`config.mk`:
```
export PLATFORM = sky130hd
export DESIGN_NAME = mem_arbiter_ctrl
export DESIGN_NICKNAME = d
export VERILOG_FILES = /design/src/rtl/mem_ctrl_pkg.sv /design/src/rtl/mem_align_chk.sv /design/src/rtl/mem_arbiter_ctrl.sv
export SDC_FILE = /design/constraint.sdc
export NUM_CORES = 1
export LEC_CHECK = 0
export ABC_AREA = 1
export CAP_MARGIN = 15
export CORE_MARGIN = 4
export CORE_UTILIZATION = 39
export CTS_CLUSTER_SIZE = 10
export DETAILED_ROUTE_END_ITERATION = 10
export PLACE_DENSITY = 0.91
export RECOVER_POWER = 50
export SETUP_SLACK_MARGIN = 0.1
export SLEW_MARGIN = 20
export SYNTH_ARGS = -nofsm -noshare
export SYNTH_HDL_FRONTEND = slang
export SYNTH_SLANG_ARGS = --single-unit
```
`constraint.sdc`:
```
create_clock -name clk -period 1.5 [get_ports clk]
set_input_delay 0.375 -clock clk [delete_from_list [all_inputs] [get_ports clk]]
set_output_delay 0.375 -clock clk [all_outputs]
set_load 0.02 [all_outputs]
```
`src/rtl/mem_ctrl_pkg.sv`:
```
// mem_ctrl_pkg -- shared definitions for the memory arbiter controller.
//   state_t   : controller states IDLE / WAIT / DONE / ERR
//   gnt_t     : which requester owns the current access (fetch or data)
//   MAS_*     : memory access size encodings carried on d_mas / m_mas
//   mem_cmd_t : the memory-side command captured on a legal grant
package mem_ctrl_pkg;

  typedef enum logic [1:0] {
    IDLE = 2'b00,
    WAIT = 2'b01,
    DONE = 2'b10,
    ERR  = 2'b11
  } state_t;

  typedef enum logic {
    GNT_FETCH = 1'b0,
    GNT_DATA  = 1'b1
  } gnt_t;

  localparam logic [1:0] MAS_BYTE = 2'b00;
  localparam logic [1:0] MAS_HALF = 2'b01;
  localparam logic [1:0] MAS_WORD = 2'b10;

  typedef struct packed {
    logic        rw;     // 1 = read, 0 = write
    logic [1:0]  mas;
    logic [31:0] addr;
    logic [31:0] wdata;
  } mem_cmd_t;

endpackage

```
`src/rtl/mem_align_chk.sv`:
```
// mem_align_chk -- legality check for a memory access.
//   addr[1:0]  in  low address bits of the access
//   mas        in  access size (MAS_BYTE / MAS_HALF / MAS_WORD; 2'b11 is illegal)
//   misaligned out 1 when the access may not be issued to memory
module mem_align_chk
  import mem_ctrl_pkg::*;
(
  input  logic [1:0] addr,
  input  logic [1:0] mas,
  output logic       misaligned
);

  always_comb begin
    // NOTE: assign a default before the case so no path leaves the output unassigned (no latch).
    misaligned = 1'b0;
    case (mas)
      MAS_BYTE: misaligned = 1'b0;
      MAS_HALF: misaligned = addr[0];
      MAS_WORD: misaligned = (addr != 2'b00);
      default:  misaligned = 1'b1;
    endcase
  end

endmodule

```
`src/rtl/mem_arbiter_ctrl.sv`:
```
// mem_arbiter_ctrl -- two-port (fetch / data) round-robin arbiter in front of a
// single handshaked memory port.
//   clk                         in   single clock, all state changes on posedge
//   clr                         in   synchronous active-low reset
//   f_req, f_addr               in   fetch request (level) and word address
//   f_done, f_err               out  one-cycle completion / error pulses, fetch port
//   d_req, d_rw, d_mas          in   data request (level), direction (1 = read), size
//   d_addr, d_wdata             in   data address and write data
//   d_done, d_err               out  one-cycle completion / error pulses, data port
//   rdata                       out  data of the last completed read
//   m_mfa, m_rw, m_mas,
//   m_addr, m_wdata             out  memory command, stable while m_mfa = 1
//   m_mfc, m_rdata              in   memory function complete and read data
// Optional feature: define MEM_TIMEOUT_EN to abort a WAIT that sees no m_mfc
// within TIMEOUT_CYCLES cycles (the access then ends in ERR).
module mem_arbiter_ctrl
  import mem_ctrl_pkg::*;
#(
  parameter int TIMEOUT_CYCLES = 15
) (
  input  logic        clk,
  input  logic        clr,
  input  logic        f_req,
  input  logic [31:0] f_addr,
  output logic        f_done,
  output logic        f_err,
  input  logic        d_req,
  input  logic        d_rw,
  input  logic [1:0]  d_mas,
  input  logic [31:0] d_addr,
  input  logic [31:0] d_wdata,
  output logic        d_done,
  output logic        d_err,
  output logic [31:0] rdata,
  output logic        m_mfa,
  output logic        m_rw,
  output logic [1:0]  m_mas,
  output logic [31:0] m_addr,
  output logic [31:0] m_wdata,
  input  logic        m_mfc,
  input  logic [31:0] m_rdata
);

  state_t   state;
  state_t   state_nxt;
  gnt_t     last_grant;   // requester granted most recently; loses the next tie
  gnt_t     grant;        // owner of the access in flight
  gnt_t     gnt_sel;
  logic     gnt_valid;
  mem_cmd_t cmd_sel;
  mem_cmd_t cmd;
  logic     misaligned;
  logic     timeout_hit;

  // Arbitration: a lone requester wins; on a tie the one not granted last wins.
  // Fetch is always a word read.
  always_comb begin
    gnt_valid = f_req | d_req;
    gnt_sel   = GNT_FETCH;
    if (f_req && d_req) begin
      gnt_sel = (last_grant == GNT_DATA) ? GNT_FETCH : GNT_DATA;
    end else if (d_req) begin
      gnt_sel = GNT_DATA;
    end
    cmd_sel = '{rw: 1'b1, mas: MAS_WORD, addr: f_addr, wdata: 32'h0};
    if (gnt_sel == GNT_DATA) begin
      cmd_sel = '{rw: d_rw, mas: d_mas, addr: d_addr, wdata: d_wdata};
    end
  end

  mem_align_chk u_align_chk (
    .addr       (cmd_sel.addr[1:0]),
    .mas        (cmd_sel.mas),
    .misaligned (misaligned)
  );

`ifdef MEM_TIMEOUT_EN
  localparam int CNT_W = $clog2(TIMEOUT_CYCLES + 1);

  logic [CNT_W-1:0] wait_cnt;

  // Counts completed WAIT cycles; cleared whenever the controller is not waiting.
  always_ff @(posedge clk) begin
    if (!clr) begin
      wait_cnt <= '0;
    end else if (state != WAIT) begin
      wait_cnt <= '0;
    end else if (!m_mfc && !timeout_hit) begin
      wait_cnt <= wait_cnt + CNT_W'(1);
    end
  end

  // Fires in the TIMEOUT_CYCLES-th WAIT cycle; m_mfc in that cycle still wins.
  assign timeout_hit = (state == WAIT) && (wait_cnt == CNT_W'(TIMEOUT_CYCLES - 1));
`else
  // Without the timeout feature WAIT never gives up. The always-false term keeps
  // the parameter referenced in this build.
  assign timeout_hit = (TIMEOUT_CYCLES < 0);
`endif

  // State register.
  always_ff @(posedge clk) begin
    // NOTE: sequential state uses non-blocking assignments so every flop samples pre-edge values.
    if (!clr) begin
      state <= IDLE;
    end else begin
      state <= state_nxt;
    end
  end

  // Next-state logic. Requests are only looked at in IDLE; m_mfc only in WAIT.
  always_comb begin
    state_nxt = state;
    case (state)
      IDLE: begin
        if (gnt_valid) begin
          state_nxt = misaligned ? ERR : WAIT;
        end
      end
      WAIT: begin
        if (m_mfc) begin
          state_nxt = DONE;
        end else if (timeout_hit) begin
          state_nxt = ERR;
        end
      end
      DONE:    state_nxt = IDLE;
      ERR:     state_nxt = IDLE;
      default: state_nxt = IDLE;
    endcase
  end

  // Grant bookkeeping, command capture and read-data capture. The command is
  // captured only for legal grants, so it stays stable for the whole WAIT
  // even if the requester drops or changes its inputs.
  always_ff @(posedge clk) begin
    if (!clr) begin
      grant      <= GNT_FETCH;
      last_grant <= GNT_DATA;
      cmd        <= '0;
      rdata      <= '0;
    end else begin
      if (state == IDLE && gnt_valid) begin
        grant      <= gnt_sel;
        last_grant <= gnt_sel;
        if (!misaligned) begin
          cmd <= cmd_sel;
        end
      end
      if (state == WAIT && m_mfc && cmd.rw) begin
        rdata <= m_rdata;
      end
    end
  end

  // Outputs are decoded from registered state only, so no input reaches an
  // output combinationally.
  always_comb begin
    m_mfa  = 1'b0;
    f_done = 1'b0;
    f_err  = 1'b0;
    d_done = 1'b0;
    d_err  = 1'b0;
    case (state)
      WAIT: m_mfa = 1'b1;
      DONE: begin
        if (grant == GNT_FETCH) f_done = 1'b1;
        else                    d_done = 1'b1;
      end
      ERR: begin
        if (grant == GNT_FETCH) f_err = 1'b1;
        else                    d_err = 1'b1;
      end
      default: ;
    endcase
  end

  assign m_rw    = cmd.rw;
  assign m_mas   = cmd.mas;
  assign m_addr  = cmd.addr;
  assign m_wdata = cmd.wdata;

endmodule

```
==> Word-level counts from Yosys, hierarchy flattened <==
Index checks and enable logic that the tools add are counted.
{ "totals": {"ff_bits": 103, "wordCells": 43} }
{ "classes": {"n_eq_ne": 7, "n_mux": 16, "bitwise": 2, "n_reduce_logical": 10} }
{ "op_table": {"columns": ["op", "count"], "rows": [
  ["67-bit 2-to-1 mux", 1],
  ["1-bit 2-to-1 mux", 10],
  ["2-bit == test (second input constant)", 3],
  ["2-bit 2-to-1 mux", 3],
  ["2-bit case mux with 3 select lines", 1],
  ["2-bit by 1-bit == test with 1-bit output (second input constant)", 2],
  ["1-bit logical AND", 4],
  ["2-bit zero test", 2],
  ["2-bit != test (second input constant)", 2],
  ["2-bit AND reduction", 2],
  ["1-bit case mux with 3 select lines", 1],
  ["2-bit nonzero test", 1],
  ["2-bit OR reduction", 1],
  ["1-bit NOT", 1],
  ["1-bit bitwise OR", 1]
]} }

==> Depth between registers and ports, before layout <==
Gate-level depths: netlist (run 1).
{ "logic_depth": {"depth_word": 8, "mapped_depth": 11, "mapped_depth_nobuf": 10} }

==> Cells and area by module <==
A second synthesis (run 1) with hierarchy kept.
{ "hier_totals": {"cells_unflattened": 681, "hier_area_um2": 4565.6} }
{ "by_module_without_submodules": {"columns": ["mod", "instances", "cells_each", "area_per_inst_um2", "seq_area_each_um2"], "rows": [
  ["mem_arbiter_ctrl", 1, 678, 4551.9, 2062.0],
  ["mem_align_chk", 1, 3, 13.8, 0.0]
]} }

==> Least setup slack after synthesis (run 1) <==
No wires, ideal clock.
{ "synth_timing": {"path_type": "register to register", "start": "reg state[0]", "end": "reg rdata[0]", "setup_ns": 0.128, "arrival_ns": 1.475, "required_time_ns": 1.372, "setup_slack_ns": -0.103, "stages_incl_launch_ff": 7, "path_buffers": 1, "path_cell_list": "dfxtp_1 > inv_1 > nor2_1 > nand3_1 > clkbuf_1 > o21ai_0 > a21oi_1"} }
{ "synth_via": {"elab_chain_cells": 3} }
{ "synth_lines": {"columns": ["element", "line", "text"], "rows": [
  ["start: declaration", "mem_arbiter_ctrl.sv:44", "state_t state;"],
  ["start signal: assignment", "mem_arbiter_ctrl.sv:107", "state <= state_nxt;"],
  ["2-bit by 1-bit == test with 1-bit output", "mem_arbiter_ctrl.sv:150", "if (state == WAIT && m_mfc && cmd.rw) begin"],
  ["1-bit logical AND (2 in series)", "mem_arbiter_ctrl.sv:150", null],
  ["end signal: assignment", "mem_arbiter_ctrl.sv:151", "rdata <= m_rdata;"],
  ["end: declaration", "mem_arbiter_ctrl.sv:34", "output logic [31:0] rdata,"]
]} }
No other way between the ends.
A chain may end at the register's enable or synchronous reset.

==> Final worst setup path (run 1) <==
{ "layout_timing": {"start": "reg last_grant", "end": "reg cmd, in the netlist m_wdata[1]"} }
{ "layout_via": {"elab_chain_cells": 7, "word_cells_on_any_way": 10} }
{ "layout_lines": {"columns": ["element", "line", "text"], "rows": [
  ["start: declaration", "mem_arbiter_ctrl.sv:46", "gnt_t last_grant;"],
  ["start signal: assignment", "mem_arbiter_ctrl.sv:145", "last_grant <= gnt_sel;"],
  ["1-bit 2-to-1 mux *", "mem_arbiter_ctrl.sv:61", "gnt_sel = (last_grant == GNT_DATA) ? GNT_FETCH : GNT_DATA;"],
  ["1-bit 2-to-1 mux *", "mem_arbiter_ctrl.sv:60", "if (f_req && d_req) begin"],
  ["67-bit 2-to-1 mux *", "mem_arbiter_ctrl.sv:66", "if (gnt_sel == GNT_DATA) begin"],
  ["2-bit == test, or another cell as far along", "mem_align_chk.sv:16", "case (mas)"],
  ["1-bit case mux with 3 select lines", "mem_align_chk.sv:16", null],
  ["1-bit NOT (no source line)", null, null],
  ["2-bit AND reduction (no source line)", null, null],
  ["end signal: assignment", "mem_arbiter_ctrl.sv:147", "cmd <= cmd_sel;"],
  ["end: declaration", "mem_arbiter_ctrl.sv:51", "mem_cmd_t cmd;"]
]} }
Mark *: on every way between the ends. The rest lies on a longest branch, timed or not.

==> results of run 1 <==
critical path, stage by stage (launching register included):
cell and delay, ns:
dfxtp_4 0.36, nand2_4 0.09, nand2_8 0.08, buf_6 0.13
nor2_4 0.11, o21ai_4 0.09, nand3_4 0.12, buf_12 0.13
buf_12 0.14, buf_16 0.14, nand2_4 0.05, a21oi_2 0.16
worst paths after layout:
path / start / to / slack, ns / cells after the start
worst max register to register: last_grant / m_wdata[1] / -0.19 / 11
worst min-delay path: rdata[20] / rdata[20] / 0.44 / 2
worst min register to register: rdata[20] / rdata[20] / 0.44 / 2
worst max-delay path: last_grant / m_wdata[1] / -0.19 / 11
layout make-up:
class	instances	area, um2	share of cell area [%]
Tap cell	140	175	2.01
Clock buffer	9	225	2.59
Antenna cell	3	7.51	0.0863
Multi-Input combinational cell	393	2600	29.8
Sequential cell	103	2080	23.9
Timing Repair Buffer	329	3330	38.3
Inverter	54	215	2.47
Clock inverter	7	66.3	0.762
cell usage in the layout (no fill, tap or decap), drive strengths merged:
cell,count
inv,58
clkinv,2
nor3,4
clkbuf,80
nand3b,1
buf,95
diode,3
nand4,68
nand2,173
clkdlybuf4s15,28
a21oi,99
clkinvlp,1
clkdlybuf4s50,130
nor2,10
dlygate4sd2,4
o21ai,33
dfxtp,103
nand3,5
dlymetal6s2s,1
flip-flops by register name, summed over array words and instances, names as in the netlist:
| register | cells |
|---|---|
| m_rw | 1 |
| m_addr | 32 |
| m_wdata | 32 |
| rdata | 32 |
| last_grant | 1 |
| grant | 1 |
| state | 2 |
| m_mas | 2 |
what timing repair did:
action / 4_1_cts / 5_1_grt
setup buffers: 27 / 13
pin swaps: 24 / 40
setup endpoints to repair: 181 / 183
gates resized for setup: 383 / 262
gates cloned: 15 / 7
cells in the mapped netlist, types with 5 or more instances:
| cell | n | area, um2 |
|---|---|---|
| nor2_1 | 9 | 33.8 |
| dfxtp_1 | 103 | 2060 |
| buf_2 | 15 | 75.1 |
| buf_4 | 5 | 37.5 |
| nand4_1 | 68 | 425 |
| inv_1 | 53 | 199 |
| a21oi_1 | 99 | 495 |
| buf_6 | 6 | 67.6 |
| o21ai_0 | 32 | 160 |
| clkbuf_1 | 25 | 93.8 |
| nand2_1 | 169 | 634 |
where the power goes:
| group | internal (mW) | switching, mW | total, mW | leakage, nW |
|---|---|---|---|---|
| clock network | 1.17 | 1.16 | 2.33 | 0.142 |
| registers | 2.86 | 0.113 | 2.97 | 0.839 |
| logic | 1.31 | 1.28 | 2.59 | 2.41 |
| total | 5.34 | 2.55 | 7.89 | 3.39 |
per-stage QoR:
step / instances / TNS (ns)
global placement: 966 / -34.75
CTS: 1023 / -4.25
finish: 1038 / -8.17
global route: 1037 / -13.09
detailed placement: 966 / -39.94
floorplan: 601 / 0
routing by layer:
layer  wire length (um)  GRT usage (%)
met5                  0              0
met1               7170           29.8
met3               1890           8.56
met4                867           11.5
met2              10600           48.8
cells by family (layout without fill, tap and decap cells):
| kind of cell | count (synthesis) | in the layout | share of synthesized area [%] |
|---|---|---|---|
| AND/OR/NAND/NOR | 261 | 261 | 27.0 |
| AO/OA/AOI/OAI | 132 | 132 | 15.1 |
| buffers and inverters | 105 | 399 | 10.9 |
| flip-flops | 103 | 103 | 47.0 |
| other | 0 | 3 | 0 |
==> impl_metrics.env, run 1 <==
export IMPL_synth_area_um2=4390
export IMPL_post_route_min_period_ns=1.69
export IMPL_synth_seq_cells=103
export IMPL_maxSlewHeadroom_pct=76.6
export IMPL_core_area_um2=10900
export IMPL_rows=38
export IMPL_drt_iter0_drc=196
export IMPL_crit_path_start_kind="register"
export IMPL_grt_max_degree=43
export IMPL_worstSetupPathType="register to register"
export IMPL_drt_vias_per_instance=5.28
export IMPL_clk_latency_ns=0.34
export IMPL_die_area_um2=13000
export IMPL_fin_area_um2=8700
export IMPL_yosysSeqAreaShare_pct=47.0
export IMPL_syn_inst=601
export IMPL_htreeDepth=3
export IMPL_gr_usage_all_layers_pct=27.3
export IMPL_status="finished with violations"
export IMPL_first_pass_iters=4
export IMPL_final_nets=1026
export IMPL_pre_cts_ws_ns=-0.611
export IMPL_cts_buffer_depth=2
export IMPL_fin_crit_sh_pct=113
export IMPL_cts_root_buf="clkbuf_16"
export IMPL_final_max_slew_viol_count=0
export IMPL_cts_sinks=103
export IMPL_leakage_nw=3.39
export IMPL_ios=240
export IMPL_power_density_nw_per_um2=907
export IMPL_post_dp_hpwl_um=11400
export IMPL_ant_nets=0
export IMPL_synth_cell_type_count=20
export IMPL_drv_cap=0
export IMPL_portBuffers=239
export IMPL_wl_per_cell_um=19.7
export IMPL_grt_overflow=0
export IMPL_synth_flop_cell="dfxtp_1"
export IMPL_grt_pass1_vias=5397
export IMPL_hp_class="register to register"
export IMPL_area_growth_syn_to_layout_pct=98.2
export IMPL_worstPathArrival_ns=1.96
export IMPL_endpoint_kind="register"
export IMPL_holdBufCountCts=0
export IMPL_post_route_util_pct=79.6
export IMPL_finClkSkew_ns=0.00742
export IMPL_fmax_ghz=0.590
export IMPL_final_hold_violation_count=0
export IMPL_peakVddDrop_mv=0.812
export IMPL_cts_tree="yes"
export IMPL_async_flop_share_pct=0
export IMPL_routed_wl_um=20500
export IMPL_drive_gt1_share_pct=33.3
export IMPL_gp_congestion=0.789
export IMPL_start_util_pct=40.1
export IMPL_ys_warnings_count=0
export IMPL_cts_buffers=9
export IMPL_violations="setup timing"
export IMPL_place_area_um2=7090
export IMPL_vias=5484
export IMPL_avgSynthCellArea_um2=7.31
export IMPL_rsz0062_at_grt="yes"
export IMPL_synth_edf_count=0
export IMPL_path_max_fanout=6
export IMPL_finalSetupViolations=72
export IMPL_syn_nets=737
export IMPL_path_clk_slew_ns=0.08
export IMPL_finalWorstSetupSlack_ns=-0.194
export IMPL_antenna_found_initial=2
export IMPL_worstPathRequired_ns=1.77
export IMPL_fillers=734
export IMPL_tightest_slew_ns=0.352
export IMPL_total_power_mw=7.89
export IMPL_die_h_um=114
export IMPL_die_w_um=114
export IMPL_grt_pass1_wl_um=27900
export IMPL_drc=0
export IMPL_whs_ns=0.443
Power figures use the tool's default switching activity.
==> inputs of run 2 (changes only) <==
--- a/config.mk
+++ b/config.mk
@@ -7,11 +7,12 @@
 export LEC_CHECK = 0
 export ABC_AREA = 1
 export CAP_MARGIN = 15
-export CORE_MARGIN = 4
-export CORE_UTILIZATION = 39
+export CORE_AREA = 4 4 91 93
 export CTS_CLUSTER_SIZE = 10
 export DETAILED_ROUTE_END_ITERATION = 10
-export PLACE_DENSITY = 0.91
+export DIE_AREA = 0 0 95 97
+export DONT_BUFFER_PORTS = 1
+export PLACE_DENSITY = 0.84
 export RECOVER_POWER = 50
 export SETUP_SLACK_MARGIN = 0.1
 export SLEW_MARGIN = 20
==> run 2 against run 1 <==
Against the previous run: the run still ends with setup timing left; final cell count fell by 29%; non-clock buffer count down 264; combinational power fell by 37%; flip-flop and latch count is the same; design area decreased by 32%; total power shrank 19%; register-to-register slack better by 0.05 ns; global-route usage grew 3.1 points; via count is 16% lower; largest cell class is now multi-input gates; largest power group unchanged.
==> impl_metrics.env, run 2 (synthesis results as in run 1) <==
export IMPL_finalSetupViolations=71
export IMPL_hold_start="clr"
export IMPL_finalWorstSetupSlack_ns=-0.142
export IMPL_htreeDepth=3
export IMPL_grt_overflow=0
export IMPL_cts_root_buf="clkbuf_8"
export IMPL_grt_pass1_vias=4305
export IMPL_die_w_um=95
export IMPL_die_h_um=97
export IMPL_gr_usage_all_layers_pct=30.4
export IMPL_gp_congestion=0.802
export IMPL_drt_iter0_drc=340
export IMPL_tightest_slew_ns=0.363
export IMPL_drv_cap=0
export IMPL_vias=4585
export IMPL_rows=32
export IMPL_r2r_start="last_grant"
export IMPL_rr_worst_depth=11
export IMPL_post_route_min_period_ns=1.64
export IMPL_die_area_um2=9220
export IMPL_ant_nets=0
export IMPL_pre_cts_ws_ns=-0.0861
export IMPL_drc=0
export IMPL_core_area_um2=7530
export IMPL_diodes=0
export IMPL_crit_path_frequent_cell="nand2_4"
export IMPL_cts_sinks=103
export IMPL_leakage_nw=2.25
export IMPL_worstPathRequired_ns=1.80
export IMPL_rsz0062_at_grt="yes"
export IMPL_fillers=469
export IMPL_final_nets=762
export IMPL_portBuffers=0
export IMPL_violations="setup timing"
export IMPL_finClkSkew_ns=0.0149
export IMPL_grt_max_degree=55
export IMPL_cp_cell_sequence="nand2_4, nand2_8, nand2_4, nand2_4, nand2_4, nand2_4, buf_4, buf_6, buf_16, nand4_1, a21oi_1"
export IMPL_final_max_slew_viol_count=0
export IMPL_hp_class="input port to register"
export IMPL_critical_path_buf_inv_count=3
export IMPL_drt_vias_per_instance=6.26
export IMPL_grt_pass1_wl_um=22000
export IMPL_path_clk_slew_ns=0.11
export IMPL_final_common_cell="nand2_1"
export IMPL_drive_gt1_share_pct=32.1
export IMPL_crit_path_start_kind="register"
export IMPL_final_hold_violation_count=0
export IMPL_cts_buffers=9
export IMPL_cpPeakStageDelay_ns=0.37
export IMPL_power_density_nw_per_um2=1080
export IMPL_start_util_pct=58.3
export IMPL_slowest_stage="dfxtp_2"
export IMPL_fin_crit_sh_pct=109
export IMPL_status="finished with violations"
export IMPL_ff2ff_setup_slack_ns=-0.14
export IMPL_critical_path_top_delay_family="simple AND/OR/NAND/NOR gates"
export IMPL_cts_tree="yes"
export IMPL_endpoint_kind="register"
export IMPL_cts_buffer_depth=2
export IMPL_worstPathArrival_ns=1.94
export IMPL_wl_per_cell_um=22.5
export IMPL_first_pass_iters=5
export IMPL_layout_common_cells="nand2_1 (110), dfxtp_1 (99), nand4_1 (68), a21oi_1 (63), inv_1 (47)"
export IMPL_peakVddDrop_mv=0.745
export IMPL_holdBufCountCts=0
export IMPL_worstSetupPathType="register to register"
export IMPL_area_growth_syn_to_layout_pct=35.4
export IMPL_multiInputGateArea_um2=2370
export IMPL_routed_wl_um=16500
export IMPL_clk_latency_ns=0.37
export IMPL_post_dp_hpwl_um=9020
export IMPL_cp_startpoint="last_grant"
export IMPL_antenna_found_initial=0
export IMPL_cp_depth=11
export IMPL_maxSlewHeadroom_pct=75.7
export IMPL_ff_latch_area_um2=2070
export IMPL_ios=240
export IMPL_fmax_ghz=0.609
export IMPL_path_max_fanout=11
export IMPL_post_route_util_pct=79.0
export IMPL_rr_endpoint="m_wdata[28]"
export IMPL_endpoint="m_wdata[28]"
run 2: worst min path at each step:
stage / slack [ns] / end / depth (start not counted)
after global placement: 0.47 / last_grant / 1
after detailed placement: 0.47 / last_grant / 1
after floorplan: 0.47 / grant / 2
final: 0.1 / last_grant / 1
after CTS: 0.09 / last_grant / 1
after global routing: 0.09 / last_grant / 1
run 2: metal layers:
metal  wire [um]  global-route usage (%)  up-vias
met4         757                    14.4        0
met5           0                       0        -
met2        8420                    52.7      305
met1        5570                    33.2     2150
met3        1730                    9.18       70
li1            -                       -     2060
run 2: power breakdown:
| group | switching [mW] | internal [mW] | leakage (nW) |
|---|---|---|---|
| Sequential | 0.255 | 2.86 | 0.836 |
| Combinational | 0.894 | 0.749 | 1.33 |
| Clock | 1.02 | 0.622 | 0.0842 |
| Total | 2.17 | 4.23 | 2.24 |
run 2: timing repair:
item                       4_1_cts  5_1_grt
setup endpoints to repair       73       99
resized for setup              117       81
gates cloned                     8        9
setup buffers                   15        8
pin swaps                       31       56
run 2: area by class of cell:
| cell class | count | area share (%) |
|---|---|---|
| clock buffers | 9 | 2.08 |
| clock inverters | 6 | 0.884 |
| inverters | 54 | 3.62 |
| multi-input cells | 393 | 39.9 |
| flip-flops and latches | 103 | 34.9 |
| well taps | 102 | 2.15 |
| repair buffers | 65 | 16.5 |
run 2: metrics by stage:
step	power, mW	TNS (ns)	hold WS, ns	area, um2	cells
after CTS	6.07	-1.34	0.0876	5480	718
final	6.40	-4.83	0.0957	5940	732
after global routing	6.61	-9.49	0.0900	5940	732
after global placement	3.98	0	0.470	4570	680
after floorplan	3.78	0	0.467	4410	601
after detailed placement	4.02	-2.05	0.470	4570	680
==> RTL edit: new RTL, settings of run 2 <==
The option `MEM_TIMEOUT_EN` is turned on by a define.
--- a/src/rtl/mem_arbiter_ctrl.sv
+++ b/src/rtl/mem_arbiter_ctrl.sv
@@ -15,2 +15,4 @@
 // within TIMEOUT_CYCLES cycles (the access then ends in ERR).
+`define MEM_TIMEOUT_EN
+
 module mem_arbiter_ctrl
Function: no difference found for any inputs over 10 cycles, from zero or initial values; that may be too few to reach the edited logic, so the function may still have changed.
==> RTL edit against run 2 <==
- the flow still finishes with violations (negative setup slack)
- power grew 7.2%
- area after synthesis grew 1.6%
- setup slack lost 0.0069 ns
- sequential cell count grew 4
- synthesized cell count grew 3.0%
- wire length grew 3.6%
- clock power grew 16%
- global-route usage shrank 1.5 points
- final area grew 9.7%
- critical endpoint is now m_addr[20]
- largest power group unchanged
==> RTL edit: results (changes against run 2) <==
| Metric | Value |
|---|---|
| GPL Wtd Cong | 0.8889 (+11%) |
| Fraction of area in multi-input gates | 43.66% (+3.8 points) |
| First-pass GRT wire length | 21.11 mm (-4.0%) |
| Count of non-CTS buffers in the layout | 64 (-1.5%) |
| Reg power frac | 47.0% (-1.7 points) |
| Most frequent cells after synthesis | nand2_1, dfxtp_1, nor2_1 |
| Sequential power | 0.00323 W (+4%) |
| Status | finished with violations |
| Post-Synth Adder-Cell Area | 0.5609% (+0.56 points) |
| Synthesized area per cell | 7.208 um^2 (-1.3%) |
| Initial DRC Count | 271 (-20%) |
| Final net count | 789 (+3.5%) |
| Synth Area in Compound Gates | 12.39% (-2.7 points) |
| Buffering overhead | 16.58% (+0.075 points) |
| Met2 Use GR | 51.52% (-1.2 points) |
| Seq cells | 107 (+3.9%) |
| Clkbuf count | 10 (+1) |
| Met2 routed wirelength | 9.019 mm (+7.2%) |
| Inverters, non-clock | 20 (-63%) |
| Peak supply drop | 691.6 uV (-7.1%) |
| Detailed-route wire length | 17.07 mm (+3.6%) |
| Failing checks | negative setup slack |
| Placed Cells | 703 (+3.4%) |
| Skew final | 0.02032 ns (+0.005379 ns) |
| PortBufs | 0 (unchanged) |
| Drt via density | 6.169 (-1.5%) |
| Tightest Pin Transition | 0.3459 ns (-0.01762 ns) |
| Vias in the first global route | 4285 (-0.46%) |
| Post-CTS resize count | 103 (-12%) |
| Multi-input gates | 449 (+14%) |
| Final Worst Setup Slack | -0.1486 ns (-0.006899 ns) |
| Crit path max fanout | 6 (-5) |
| Net count after synthesis | 757 (+2.7%) |
| Overall Global Routing Usage | 28.97% (-1.5 points) |
| FILL cells | 380 (-19%) |
| GR Layer Usage met1 | 31.95% (-1.3 points) |
| Pleak | 2.472 nW (+10%) |
| Clk pwr | 0.00191 W (+16%) |
| Unique cell type count in the Yosys netlist | 19 (-5.0%) |
| Final Setup Violations | 69 (-2.8%) |
| Layout cells sized above 1 | 40.40% (+8.3 points) |
| Drt wl/cell | 22.52 um (about the same) |
| DRT met1 WL | 5.712 mm (+2.6%) |
| Proportion of synthesized chip area in sequential cells | 48.01% (+1.0 points) |
| Largest net degree at the start of global routing | 47 (-15%) |
| Crit path DAT | 1.89 ns (-0.05 ns) |
-- RTL edit: cell count changes after synthesis, sizes merged, moves of 5 or more --
cell   change
a21oi     -25
nor2      +71
nand4     -68
nand3     +71
buf        -5
inv       -34
-- RTL edit: worst paths after layout --
kind               from    endpoint  slack [ns]  cells after the start
min                 clr  last_grant        0.12                      1
max reg2reg  last_grant  m_addr[20]       -0.15                     12
max          last_grant  m_addr[20]       -0.15                     12
min reg2reg  last_grant  last_grant        0.51                      2
-- RTL edit: kinds of logic after synthesis --
| logic type | Yosys count |
|---|---|
| buffers and inverters | 63 |
| AND/OR/NAND/NOR | 337 |
| adder cells (fa/ha/maj) | 2 |
| AO/OA/AOI/OAI | 110 |
| flip-flops | 107 |
-- RTL edit: per-stage QoR --
stage	setup TNS [ns]	worst slack [ns]	cell area, um^2
after floorplan	0	0.1207	4467
after global placement	0	0.02448	4646
after detailed placement	-0.6002	-0.04182	4646
after CTS	-1.853	-0.09483	5699
after global routing	-9.428	-0.2198	6520
final	-3.802	-0.1486	6520
